===== config.mk =====
export PLATFORM = sky130hd
export DESIGN_NAME = csr_file
export DESIGN_NICKNAME = d
export VERILOG_FILES = /design/src/rtl/csr_pkg.sv /design/src/rtl/csr_counter.sv /design/src/rtl/csr_file.sv
export SDC_FILE = /design/constraint.sdc
export NUM_CORES = 2
export LEC_CHECK = 0
export CAP_MARGIN = 20
export CORE_MARGIN = 3
export CORE_UTILIZATION = 65
export DETAILED_ROUTE_END_ITERATION = 6
export DONT_BUFFER_PORTS = 1
export GPL_ROUTABILITY_DRIVEN = 0
export PLACE_DENSITY = 0.85
export SYNTH_ARGS = -nofsm -noshare
export SYNTH_HDL_FRONTEND = slang
export SYNTH_SLANG_ARGS = --single-unit

===== constraint.sdc =====
create_clock -name clk -period 6.3 [get_ports clk]
set_input_delay 0 -clock clk [delete_from_list [all_inputs] [get_ports clk]]
set_output_delay 0 -clock clk [all_outputs]
set_load 0.02 [all_outputs]

===== src/rtl/csr_pkg.sv =====
// Shared definitions for the machine-mode CSR file: addresses, bit positions,
// func3 operation encodings and the read-only address predicate.
package csr_pkg;

  // Machine information / trap setup / trap handling
  localparam logic [11:0] CSR_MSTATUS       = 12'h300;
  localparam logic [11:0] CSR_MISA          = 12'h301;
  localparam logic [11:0] CSR_MIE           = 12'h304;
  localparam logic [11:0] CSR_MTVEC         = 12'h305;
  localparam logic [11:0] CSR_MSTATUSH      = 12'h310;
  localparam logic [11:0] CSR_MCOUNTINHIBIT = 12'h320;
  localparam logic [11:0] CSR_MSCRATCH      = 12'h340;
  localparam logic [11:0] CSR_MEPC          = 12'h341;
  localparam logic [11:0] CSR_MCAUSE        = 12'h342;
  localparam logic [11:0] CSR_MTVAL         = 12'h343;
  localparam logic [11:0] CSR_MIP           = 12'h344;
  localparam logic [11:0] CSR_MVENDORID     = 12'hF11;
  localparam logic [11:0] CSR_MARCHID       = 12'hF12;
  localparam logic [11:0] CSR_MIMPID        = 12'hF13;
  localparam logic [11:0] CSR_MHARTID       = 12'hF14;

  // Counter windows; the low five address bits select the counter
  localparam logic [11:0] CSR_MCYCLE        = 12'hB00;
  localparam logic [11:0] CSR_MINSTRET      = 12'hB02;
  localparam logic [11:0] CSR_MHPMCOUNTER3  = 12'hB03;
  localparam logic [11:0] CSR_MCYCLEH       = 12'hB80;
  localparam logic [11:0] CSR_MINSTRETH     = 12'hB82;
  localparam logic [11:0] CSR_MHPMCOUNTER3H = 12'hB83;
  localparam logic [11:0] CSR_CYCLE         = 12'hC00;
  localparam logic [11:0] CSR_TIME          = 12'hC01;
  localparam logic [11:0] CSR_INSTRET       = 12'hC02;
  localparam logic [11:0] CSR_HPMCOUNTER3   = 12'hC03;
  localparam logic [11:0] CSR_CYCLEH        = 12'hC80;
  localparam logic [11:0] CSR_TIMEH         = 12'hC81;
  localparam logic [11:0] CSR_INSTRETH      = 12'hC82;
  localparam logic [11:0] CSR_HPMCOUNTER3H  = 12'hC83;

  localparam int CNT_IDX_CYCLE   = 0;
  localparam int CNT_IDX_TIME    = 1;
  localparam int CNT_IDX_INSTRET = 2;
  localparam int CNT_IDX_HPM0    = 3;

  localparam int MSTATUS_MIE  = 3;
  localparam int MSTATUS_MPIE = 7;
  localparam int MIP_MSI      = 3;
  localparam int MIP_MTI      = 7;
  localparam int MIP_MEI      = 11;

  localparam logic [31:0] MIE_WMASK = 32'hFFFF_0888;
  localparam logic [31:0] MISA_VAL  = 32'h4000_0100;

  typedef enum logic [1:0] {
    OP_NONE = 2'b00,
    OP_RW   = 2'b01,
    OP_RS   = 2'b10,
    OP_RC   = 2'b11
  } csr_op_e;

  function automatic logic csr_is_read_only(input logic [11:0] addr);
    return addr[11:10] == 2'b11;
  endfunction

endpackage


===== src/rtl/csr_counter.sv =====
// One CNT_WIDTH-bit event counter with inhibit and 32-bit half-word writes.
// A write in the same cycle as an increment takes precedence.
module csr_counter
  import csr_pkg::*;
#(
  parameter int CNT_WIDTH = 64
) (
  input  logic                 clk,
  input  logic                 reset,
  input  logic                 inc,
  input  logic                 inhibit,
  input  logic                 wr_lo,
  input  logic                 wr_hi,
  input  logic [31:0]          wdata,
  output logic [CNT_WIDTH-1:0] value
);

  logic [CNT_WIDTH-1:0] value_reg;
  logic [CNT_WIDTH-1:0] value_next;
  logic [CNT_WIDTH-1:0] hi_merged;
  logic                 hi_writable;

  generate
    if (CNT_WIDTH > 32) begin : g_wide
      assign hi_merged   = {wdata[CNT_WIDTH-33:0], value_reg[31:0]};
      assign hi_writable = 1'b1;
    end else begin : g_narrow
      // No upper half exists: high-half writes fall through to counting.
      assign hi_merged   = value_reg;
      assign hi_writable = 1'b0;
    end
  endgenerate

  always_comb begin
    value_next = value_reg;
    if (wr_lo) begin
      value_next[31:0] = wdata;
    end else if (wr_hi && hi_writable) begin
      value_next = hi_merged;
    end else if (inc && !inhibit) begin
      value_next = value_reg + 1'b1;
    end
  end

  always_ff @(posedge clk or negedge reset) begin
    if (!reset) begin
      value_reg <= '0;
    end else begin
      value_reg <= value_next;
    end
  end

  assign value = value_reg;

endmodule


===== src/rtl/csr_file.sv =====
// Machine-mode CSR file for the RV32 core: CSR read-modify-write, trap entry,
// MRET, interrupt pending/priority and the cycle/time/instret/HPM counters.
module csr_file
  import csr_pkg::*;
#(
  parameter int          NUM_HPM     = 4,
  parameter int          CNT_WIDTH   = 64,
  parameter logic [31:0] RESET_MTVEC = 32'h0000_0000,
  parameter logic [31:0] MARCHID_VAL = 32'h0000_2EF8,
  parameter logic [31:0] MIMPID_VAL  = 32'h0000_0002
) (
  input  logic                                  clk,
  input  logic                                  reset,
  input  logic                                  csr_valid,
  input  logic [2:0]                            func3,
  input  logic [4:0]                            csr_immediate,
  input  logic [11:0]                           csr_address,
  input  logic [31:0]                           csr_data_in,
  output logic [31:0]                           csr_data_out,
  output logic                                  csr_illegal,
  input  logic                                  instr_retired,
  input  logic [((NUM_HPM > 0) ? NUM_HPM : 1)-1:0] hpm_event,
  input  logic                                  time_tick,
  input  logic                                  trap_valid,
  input  logic [31:0]                           trap_cause,
  input  logic [31:0]                           trap_pc,
  input  logic [31:0]                           trap_val,
  input  logic                                  mret_valid,
  input  logic                                  interruption_request_external,
  input  logic                                  interruption_request_timer,
  input  logic                                  interruption_request_software,
  input  logic [15:0]                           interruption_request_fast,
  output logic                                  irq_pending,
  output logic [31:0]                           irq_cause,
  output logic [31:0]                           trap_vector,
  output logic [31:0]                           mepc_out
);

  localparam int          NCNT         = CNT_IDX_HPM0 + NUM_HPM;
  localparam logic [31:0] CNTINH_WMASK = 32'h5 | (((32'h1 << NUM_HPM) - 32'h1) << 3);

  logic        mstatus_mie_reg;
  logic        mstatus_mpie_reg;
  logic [31:0] mie_reg;
  logic [31:0] mtvec_reg;
  logic [31:0] mcountinhibit_reg;
  logic [31:0] mscratch_reg;
  logic [31:0] mepc_reg;
  logic [31:0] mcause_reg;
  logic [31:0] mtval_reg;
  logic [31:0] mip_reg;

  logic [CNT_WIDTH-1:0] cnt_value [NCNT];
  logic [63:0]          cnt_wide  [NCNT];
  logic [NCNT-1:0]      cnt_inc;
  logic [NCNT-1:0]      cnt_wr_lo;
  logic [NCNT-1:0]      cnt_wr_hi;

  csr_op_e     op;
  logic [31:0] src;
  logic        write_intent;
  logic        implemented;
  logic [31:0] rdata;
  logic [31:0] wdata;
  logic        csr_we;
  logic [31:0] mstatus_rd;
  logic [4:0]  cnt_idx;
  logic        cnt_hi;
  logic        cnt_space_m;
  logic        cnt_space_u;
  logic        cnt_idx_ok;
  logic [31:0] mip_pend;
  logic [4:0]  irq_code;
  logic [31:0] tvec_base;

  // ---------------------------------------------------------------- decode
  assign op           = csr_op_e'(func3[1:0]);
  assign src          = func3[2] ? {27'b0, csr_immediate} : csr_data_in;
  assign write_intent = (op == OP_RW) || (src != 32'b0);

  assign cnt_idx     = csr_address[4:0];
  assign cnt_hi      = csr_address[7];
  assign cnt_space_m = (csr_address[11:8] == 4'hB) && (csr_address[6:5] == 2'b00);
  assign cnt_space_u = (csr_address[11:8] == 4'hC) && (csr_address[6:5] == 2'b00);
  assign cnt_idx_ok  = int'(cnt_idx) < NCNT;

  assign mstatus_rd = {19'b0, 2'b11, 3'b0, mstatus_mpie_reg, 3'b0, mstatus_mie_reg, 3'b0};

  always_comb begin
    rdata       = 32'b0;
    implemented = 1'b1;
    case (csr_address)
      CSR_MSTATUS:       rdata = mstatus_rd;
      CSR_MSTATUSH:      rdata = 32'b0;
      CSR_MISA:          rdata = MISA_VAL;
      CSR_MIE:           rdata = mie_reg;
      CSR_MTVEC:         rdata = mtvec_reg;
      CSR_MCOUNTINHIBIT: rdata = mcountinhibit_reg;
      CSR_MSCRATCH:      rdata = mscratch_reg;
      CSR_MEPC:          rdata = mepc_reg;
      CSR_MCAUSE:        rdata = mcause_reg;
      CSR_MTVAL:         rdata = mtval_reg;
      CSR_MIP:           rdata = mip_reg;
      CSR_MVENDORID:     rdata = 32'b0;
      CSR_MARCHID:       rdata = MARCHID_VAL;
      CSR_MIMPID:        rdata = MIMPID_VAL;
      CSR_MHARTID:       rdata = 32'b0;
      default: begin
        // Index 1 has no machine-mode alias (no mtime CSR here).
        implemented = cnt_idx_ok &&
                      (cnt_space_u || (cnt_space_m && int'(cnt_idx) != CNT_IDX_TIME));
        for (int i = 0; i < NCNT; i++) begin
          if (implemented && int'(cnt_idx) == i) begin
            rdata = cnt_hi ? cnt_wide[i][63:32] : cnt_wide[i][31:0];
          end
        end
      end
    endcase
  end

  assign csr_data_out = rdata;
  assign csr_illegal  = csr_valid &&
                        (!implemented || op == OP_NONE ||
                         (write_intent && csr_is_read_only(csr_address)));

  always_comb begin
    case (op)
      OP_RS:   wdata = rdata | src;
      OP_RC:   wdata = rdata & ~src;
      default: wdata = src;
    endcase
  end

  // Trap and MRET pre-empt any CSR write in the same cycle.
  assign csr_we = csr_valid && !csr_illegal && write_intent && !trap_valid && !mret_valid;

  // -------------------------------------------------------------- counters
  assign cnt_inc[CNT_IDX_CYCLE]   = 1'b1;
  assign cnt_inc[CNT_IDX_TIME]    = time_tick;
  assign cnt_inc[CNT_IDX_INSTRET] = instr_retired;

  genvar gi;
  generate
    for (gi = 0; gi < NUM_HPM; gi++) begin : g_hpm_inc
      assign cnt_inc[CNT_IDX_HPM0+gi] = hpm_event[gi];
    end

    for (gi = 0; gi < NCNT; gi++) begin : g_cnt
      logic inhibit;
      assign inhibit       = (gi == CNT_IDX_TIME) ? 1'b0 : mcountinhibit_reg[gi];
      assign cnt_wr_lo[gi] = csr_we && (gi != CNT_IDX_TIME) &&
                             (csr_address == (CSR_MCYCLE  | 12'(gi)));
      assign cnt_wr_hi[gi] = csr_we && (gi != CNT_IDX_TIME) &&
                             (csr_address == (CSR_MCYCLEH | 12'(gi)));
      assign cnt_wide[gi]  = 64'(cnt_value[gi]);

      csr_counter #(
        .CNT_WIDTH(CNT_WIDTH)
      ) u_counter (
        .clk    (clk),
        .reset  (reset),
        .inc    (cnt_inc[gi]),
        .inhibit(inhibit),
        .wr_lo  (cnt_wr_lo[gi]),
        .wr_hi  (cnt_wr_hi[gi]),
        .wdata  (wdata),
        .value  (cnt_value[gi])
      );
    end
  endgenerate

  // ------------------------------------------------------------ interrupts
  assign mip_pend    = mip_reg & mie_reg;
  assign irq_pending = mstatus_mie_reg && (mip_pend != 32'b0);

  // Later assignments override earlier ones, so the last match has priority.
  always_comb begin
    irq_code = 5'd0;
    for (int i = 31; i >= 16; i--) begin
      if (mip_pend[i]) irq_code = 5'(i);
    end
    if (mip_pend[MIP_MTI]) irq_code = 5'(MIP_MTI);
    if (mip_pend[MIP_MSI]) irq_code = 5'(MIP_MSI);
    if (mip_pend[MIP_MEI]) irq_code = 5'(MIP_MEI);
  end

  assign irq_cause = irq_pending ? {1'b1, 26'b0, irq_code} : 32'b0;

  assign tvec_base   = {mtvec_reg[31:2], 2'b00};
  assign trap_vector = (mtvec_reg[0] && trap_cause[31])
                       ? tvec_base + {25'b0, trap_cause[4:0], 2'b00}
                       : tvec_base;
  assign mepc_out    = mepc_reg;

  // ----------------------------------------------------------------- state
  always_ff @(posedge clk or negedge reset) begin
    if (!reset) begin
      mstatus_mie_reg   <= 1'b0;
      mstatus_mpie_reg  <= 1'b0;
      mie_reg           <= 32'b0;
      mtvec_reg         <= RESET_MTVEC;
      mcountinhibit_reg <= 32'b0;
      mscratch_reg      <= 32'b0;
      mepc_reg          <= 32'b0;
      mcause_reg        <= 32'b0;
      mtval_reg         <= 32'b0;
      mip_reg           <= 32'b0;
    end else begin
      mip_reg <= {interruption_request_fast, 4'b0, interruption_request_external, 3'b0,
                  interruption_request_timer, 3'b0, interruption_request_software, 3'b0};
      if (trap_valid) begin
        mepc_reg         <= {trap_pc[31:2], 2'b00};
        mcause_reg       <= trap_cause;
        mtval_reg        <= trap_val;
        mstatus_mpie_reg <= mstatus_mie_reg;
        mstatus_mie_reg  <= 1'b0;
      end else if (mret_valid) begin
        mstatus_mie_reg  <= mstatus_mpie_reg;
        mstatus_mpie_reg <= 1'b1;
      end else if (csr_we) begin
        case (csr_address)
          CSR_MSTATUS: begin
            mstatus_mie_reg  <= wdata[MSTATUS_MIE];
            mstatus_mpie_reg <= wdata[MSTATUS_MPIE];
          end
          CSR_MIE:           mie_reg           <= wdata & MIE_WMASK;
          CSR_MTVEC:         mtvec_reg         <= wdata & ~32'h2;
          CSR_MCOUNTINHIBIT: mcountinhibit_reg <= wdata & CNTINH_WMASK;
          CSR_MSCRATCH:      mscratch_reg      <= wdata;
          CSR_MEPC:          mepc_reg          <= wdata & ~32'h3;
          CSR_MCAUSE:        mcause_reg        <= wdata;
          CSR_MTVAL:         mtval_reg         <= wdata;
          default: ;
        endcase
      end
    end
  end

endmodule


==> results.yml, run 1 <==
die:
  die_w_um: 261
  fp-row-count: 92
  die_h_um: 261
  boundaryPins: 308
  start_util_pct: 66.3
synth:
  yosysUniqueCellTypes: 106
  synth-edff-count: 0
  synth_warnings: 0
  netlist_area_um2: 42200
  synthCells: 4895
  yosysTopAreaCell: "dfrtp_1"
  yosys-top-cells-area: "dfrtp_1, mux2i_1, a21oi_1"
  synth_top_area_share_pct: 38.6
  synth_area_per_cell_um2: 8.63
  ys_ff_latch: 651
  synth_common_cells: "dfrtp_1, nand2_1, a21oi_1"
  synth_most_common_cell: "dfrtp_1"
  synth_flop_cell: "dfrtp_1"
  async_flop_share_pct: 100
  synth_seq_area_share_pct: 38.6
cts:
  cts.repair.resized: 0
  cts.path.max_buffers: 3
  htreeDepth: 3
  cts.sinks: 651
  root_buffer: "clkbuf_16"
  cts_inserted_buffers: 71
status:
  outcome: "stopped before the end"
  error_message: "[ERROR GRT-0232] Routing congestion too high. Check the congestion heatmap in the GUI."
  haltStage: "global routing"
place:
  port_buffers: 0
  dpl.hpwl_mm: 124
grt:
  overflow: 80
  grt_max_degree: 652
  grtUsageTotal_pct: 66.1
-- timing repair --
action	CTS
hold endpoints to repair	1089
hold buffers	285
setup buffers	0
-- logic make-up after synthesis --
| group | share of synthesized area [%] |
|---|---|
| AND/OR/NAND/NOR | 21.4 |
| AO/OA/AOI/OAI | 21.4 |
| flip-flops | 38.6 |
| buffers and inverters | 4.59 |
| multiplexers | 7.64 |
| XOR/XNOR | 5.95 |
| adder cells (fa/ha/maj) | 0.403 |
| other | 0.00888 |
-- metrics by stage --
step	hold slack (ps)	worst slack (ps)	area, um^2	cells	util [%]
3_5_place_dp	-269	1680	42900	5498	67.4
4_1_cts	-923	2060	48100	5910	75.6
3_3_place_gp	-269	1770	42900	5495	67.4
2_1_floorplan	-296	3330	42300	4924	-
-- layer usage --
layer / overflow / GRT usage, %
met1: 3 / 68.4
met2: 42 / 76.1
met3: 2 / 55.7
met4: 32 / 60.9
met5: 1 / 42.2
==> run 2, diff against run 1 <==
- CORE_UTILIZATION: 65 -> 40
- PLACE_DENSITY: 0.85 -> default
- PLACE_DENSITY_LB_ADDON: default -> 0.15
==> run 2 against run 1 <==
The flow now finishes, with violations (DRC, hold timing, slew limit). Synthesized cell count stayed put. Area after synthesis stayed put.
==> results.yml, run 2 <==
status:
  outcome: "finished, violations left"
  violations: "DRC, hold timing, slew limit"
cts:
  cts.repair.resized: 0
  cts_inserted_buffers: 81
  postCtsSetupRepairBufs: 0
  cts.path.max_buffers: 3
  clock_latency_ps: 710
  cts.sinks: 651
  htreeDepth: 3
  clkTransAtPathRegs_ps: 60
  cts_tree: "built"
  ctsHoldBuffers: 318
  root_buffer: "clkbuf_16"
synth:
  synth_flop_cell: "dfrtp_1"
  ys_ff_latch: 651
  netlist_area_um2: 42200
  synthCells: 4895
  synth_seq_area_share_pct: 38.6
  synth-edff-count: 0
  synth_common_cells: "dfrtp_1, nand2_1, a21oi_1"
  synth_top_area_share_pct: 38.6
  yosysUniqueCellTypes: 106
  synth_warnings: 0
  yosys-top-cells-area: "dfrtp_1, mux2i_1, a21oi_1"
  synth_area_per_cell_um2: 8.63
  yosysTopAreaCell: "dfrtp_1"
  async_flop_share_pct: 100
  synth_most_common_cell: "dfrtp_1"
pwr:
  leakagePower_nw: 20.1
  powerDensity_nw_per_um2: 227
  total_power_mw: 11.4
  irDropWorstVdd_uv: 234
timing:
  slew_violations: 483
  finClkSkew_ps: 66.7
  tightest_slew_ps: 4730
  hold_ws_ps: -1020
  hold_viol: 430
  period_share_pct: 85.4
  finalSetupViolations: 0
  fin_crit_ps: 5380
  final.setup.tns_ps: 0
  relSlewSlack_pct: -215
  max_freq_mhz: 186
  rsz0062_at_grt: "false"
worst_setup_path:
  setup.worst_path.class: "primary input to flip-flop"
  crit_path_end_kind: "flip-flop"
  cp-start-kind: "primary input"
  crit_chain: "dlygate4sd3_1 -> or4b_1 -> dlygate4sd3_1 -> nor3_2 -> dlygate4sd3_1 -> buf_4 -> a22o_1 -> a221o_1 -> a211oi_1 -> o31ai_2 -> a31oi_4 -> o211ai_1 -> dlygate4sd3_1"
  max_stage_delay_ps: 970
  critPathMaxFanout: 17
  worst_path_most_repeated_cell: "dlygate4sd3_1"
  cp.arrival_ps: 5940
  crit_path_top_delay_cell: "a31oi_4"
  worstPathRequired_ps: 6860
route:
  drtAntennaViolNets: 0
  wl_per_cell_um: 32.8
  dr.pass1.iters: 7
  viasPerCell: 6.84
  dr_total_vias: 44900
  drtIter0Drc: 7409
  drc: 31
  totalWireLength_mm: 215
place:
  port_buffers: 0
  dpl.hpwl_mm: 149
grt:
  grtUsageTotal_pct: 38.1
  overflow: 0
  grt_max_degree: 652
  grt_pass1_wl_mm: 301
  grt_pass1_vias: 40600
  antenna_found_initial: 31
layout:
  drive_above_1_share_pct: 8.70
  num-fill-cells: 9987
  area_growth_pct: 18.9
  finalNetCount: 5273
  final_common_cell: "dfrtp_1"
  utilization_pct: 48.2
  multi_input_area_um2: 24700
  layout_common_cells: "dfrtp_1, nand2_1, a21oi_1"
  largest_register_ffs: 448
  seq_area_um2: 16300
die:
  die_h_um: 331
  dieArea_um2: 110000
  coreArea_um2: 104000
  start_util_pct: 40.6
  fp-row-count: 118
  die_w_um: 331
  boundaryPins: 308
run:
  drv_cap: 0
hold_path:
  holdCritPathClass: "primary input to async pin"
==> run 2: layer usage <==
layer	part of all wire, %	vias to the layer above	track usage [%]
met5	0.086	-	0.710
li1	-	18600	-
met2	39	3306	50.8
met1	39	22100	50.8
met3	15	803	16.7
met4	7.0	14	21.5
==> run 2: power breakdown <==
part           internal, mW  leakage [nW]  switching, mW
Combinational         0.578          10.1          0.945
Sequential             4.41          8.49          0.325
Clock                  3.06          1.45           2.09
Total                  8.04          20.1           3.36
==> run 2: kinds of logic (layout without fill, tap and decap cells) <==
family / Yosys count / after routing / synth area share, %
AO/OA/AOI/OAI: 1421 / 1421 / 21.4
XOR/XNOR: 287 / 287 / 5.95
adder cells (fa/ha/maj): 13 / 13 / 0.403
buffers and inverters: 433 / 659 / 4.59
flip-flops: 651 / 651 / 38.6
multiplexers: 315 / 315 / 7.64
other: 1 / 59 / 0.00888
AND/OR/NAND/NOR: 1774 / 1774 / 21.4
==> run 2: final timing paths <==
| check | start | to | slack (ps) | cells after the start |
|---|---|---|---|---|
| min | reset | g_cnt[2].u_counter.value[18]$_DFFE_PN0P_ | -1020 | 0 |
| max in group asynchronous | reset | g_cnt[3].u_counter.value[40]$_DFFE_PN0P_ | 3590 | 0 |
| max | csr_address[3] | mepc_out[23]$_DFFE_PN0P_ | 920 | 13 |
| max reg2reg | g_cnt[2].u_counter.value[55]$_DFFE_PN0P_ | mepc_out[23]$_DFFE_PN0P_ | 1680 | 9 |
| min reg2reg | g_cnt[1].u_counter.value[63]$_DFFE_PN0P_ | g_cnt[1].u_counter.value[63]$_DFFE_PN0P_ | 470 | 1 |
| min in group clk | func3[0] | g_cnt[0].u_counter.value[40]$_DFFE_PN0P_ | 20 | 4 |
==> run 2: stage by stage <==
| stage | cell area (um^2) | setup slack, ps | cells |
|---|---|---|---|
| 3_3_place_gp | 43900 | 1930 | 6054 |
| 2_1_floorplan | 42300 | 3330 | 4924 |
| 3_5_place_dp | 43900 | 1920 | 6054 |
| 6_report | 50200 | 919 | 6559 |
| 4_1_cts | 50000 | 1230 | 6523 |
| 5_1_grt | 50200 | 1050 | 6544 |
==> run 2: critical path, delay by kind of cell <==
family,cells,cell delay [ps]
and+or+nand+nor,2,290
buffers and inverters,5,2880
AOI/OAI and AO/OA,6,2740
==> run 2: final cells by class <==
type / instances / share of cell area [%]
clock inverter: 34 / 1.00
sequential: 651 / 32.5
tap: 1380 / 3.44
timing repair buffer: 457 / 8.54
antenna: 29 / 0.145
multi-input combinational: 3840 / 49.2
inverter: 51 / 0.381
clock buffer: 117 / 4.87
No activity file was read; power rests on OpenSTA's default activity.
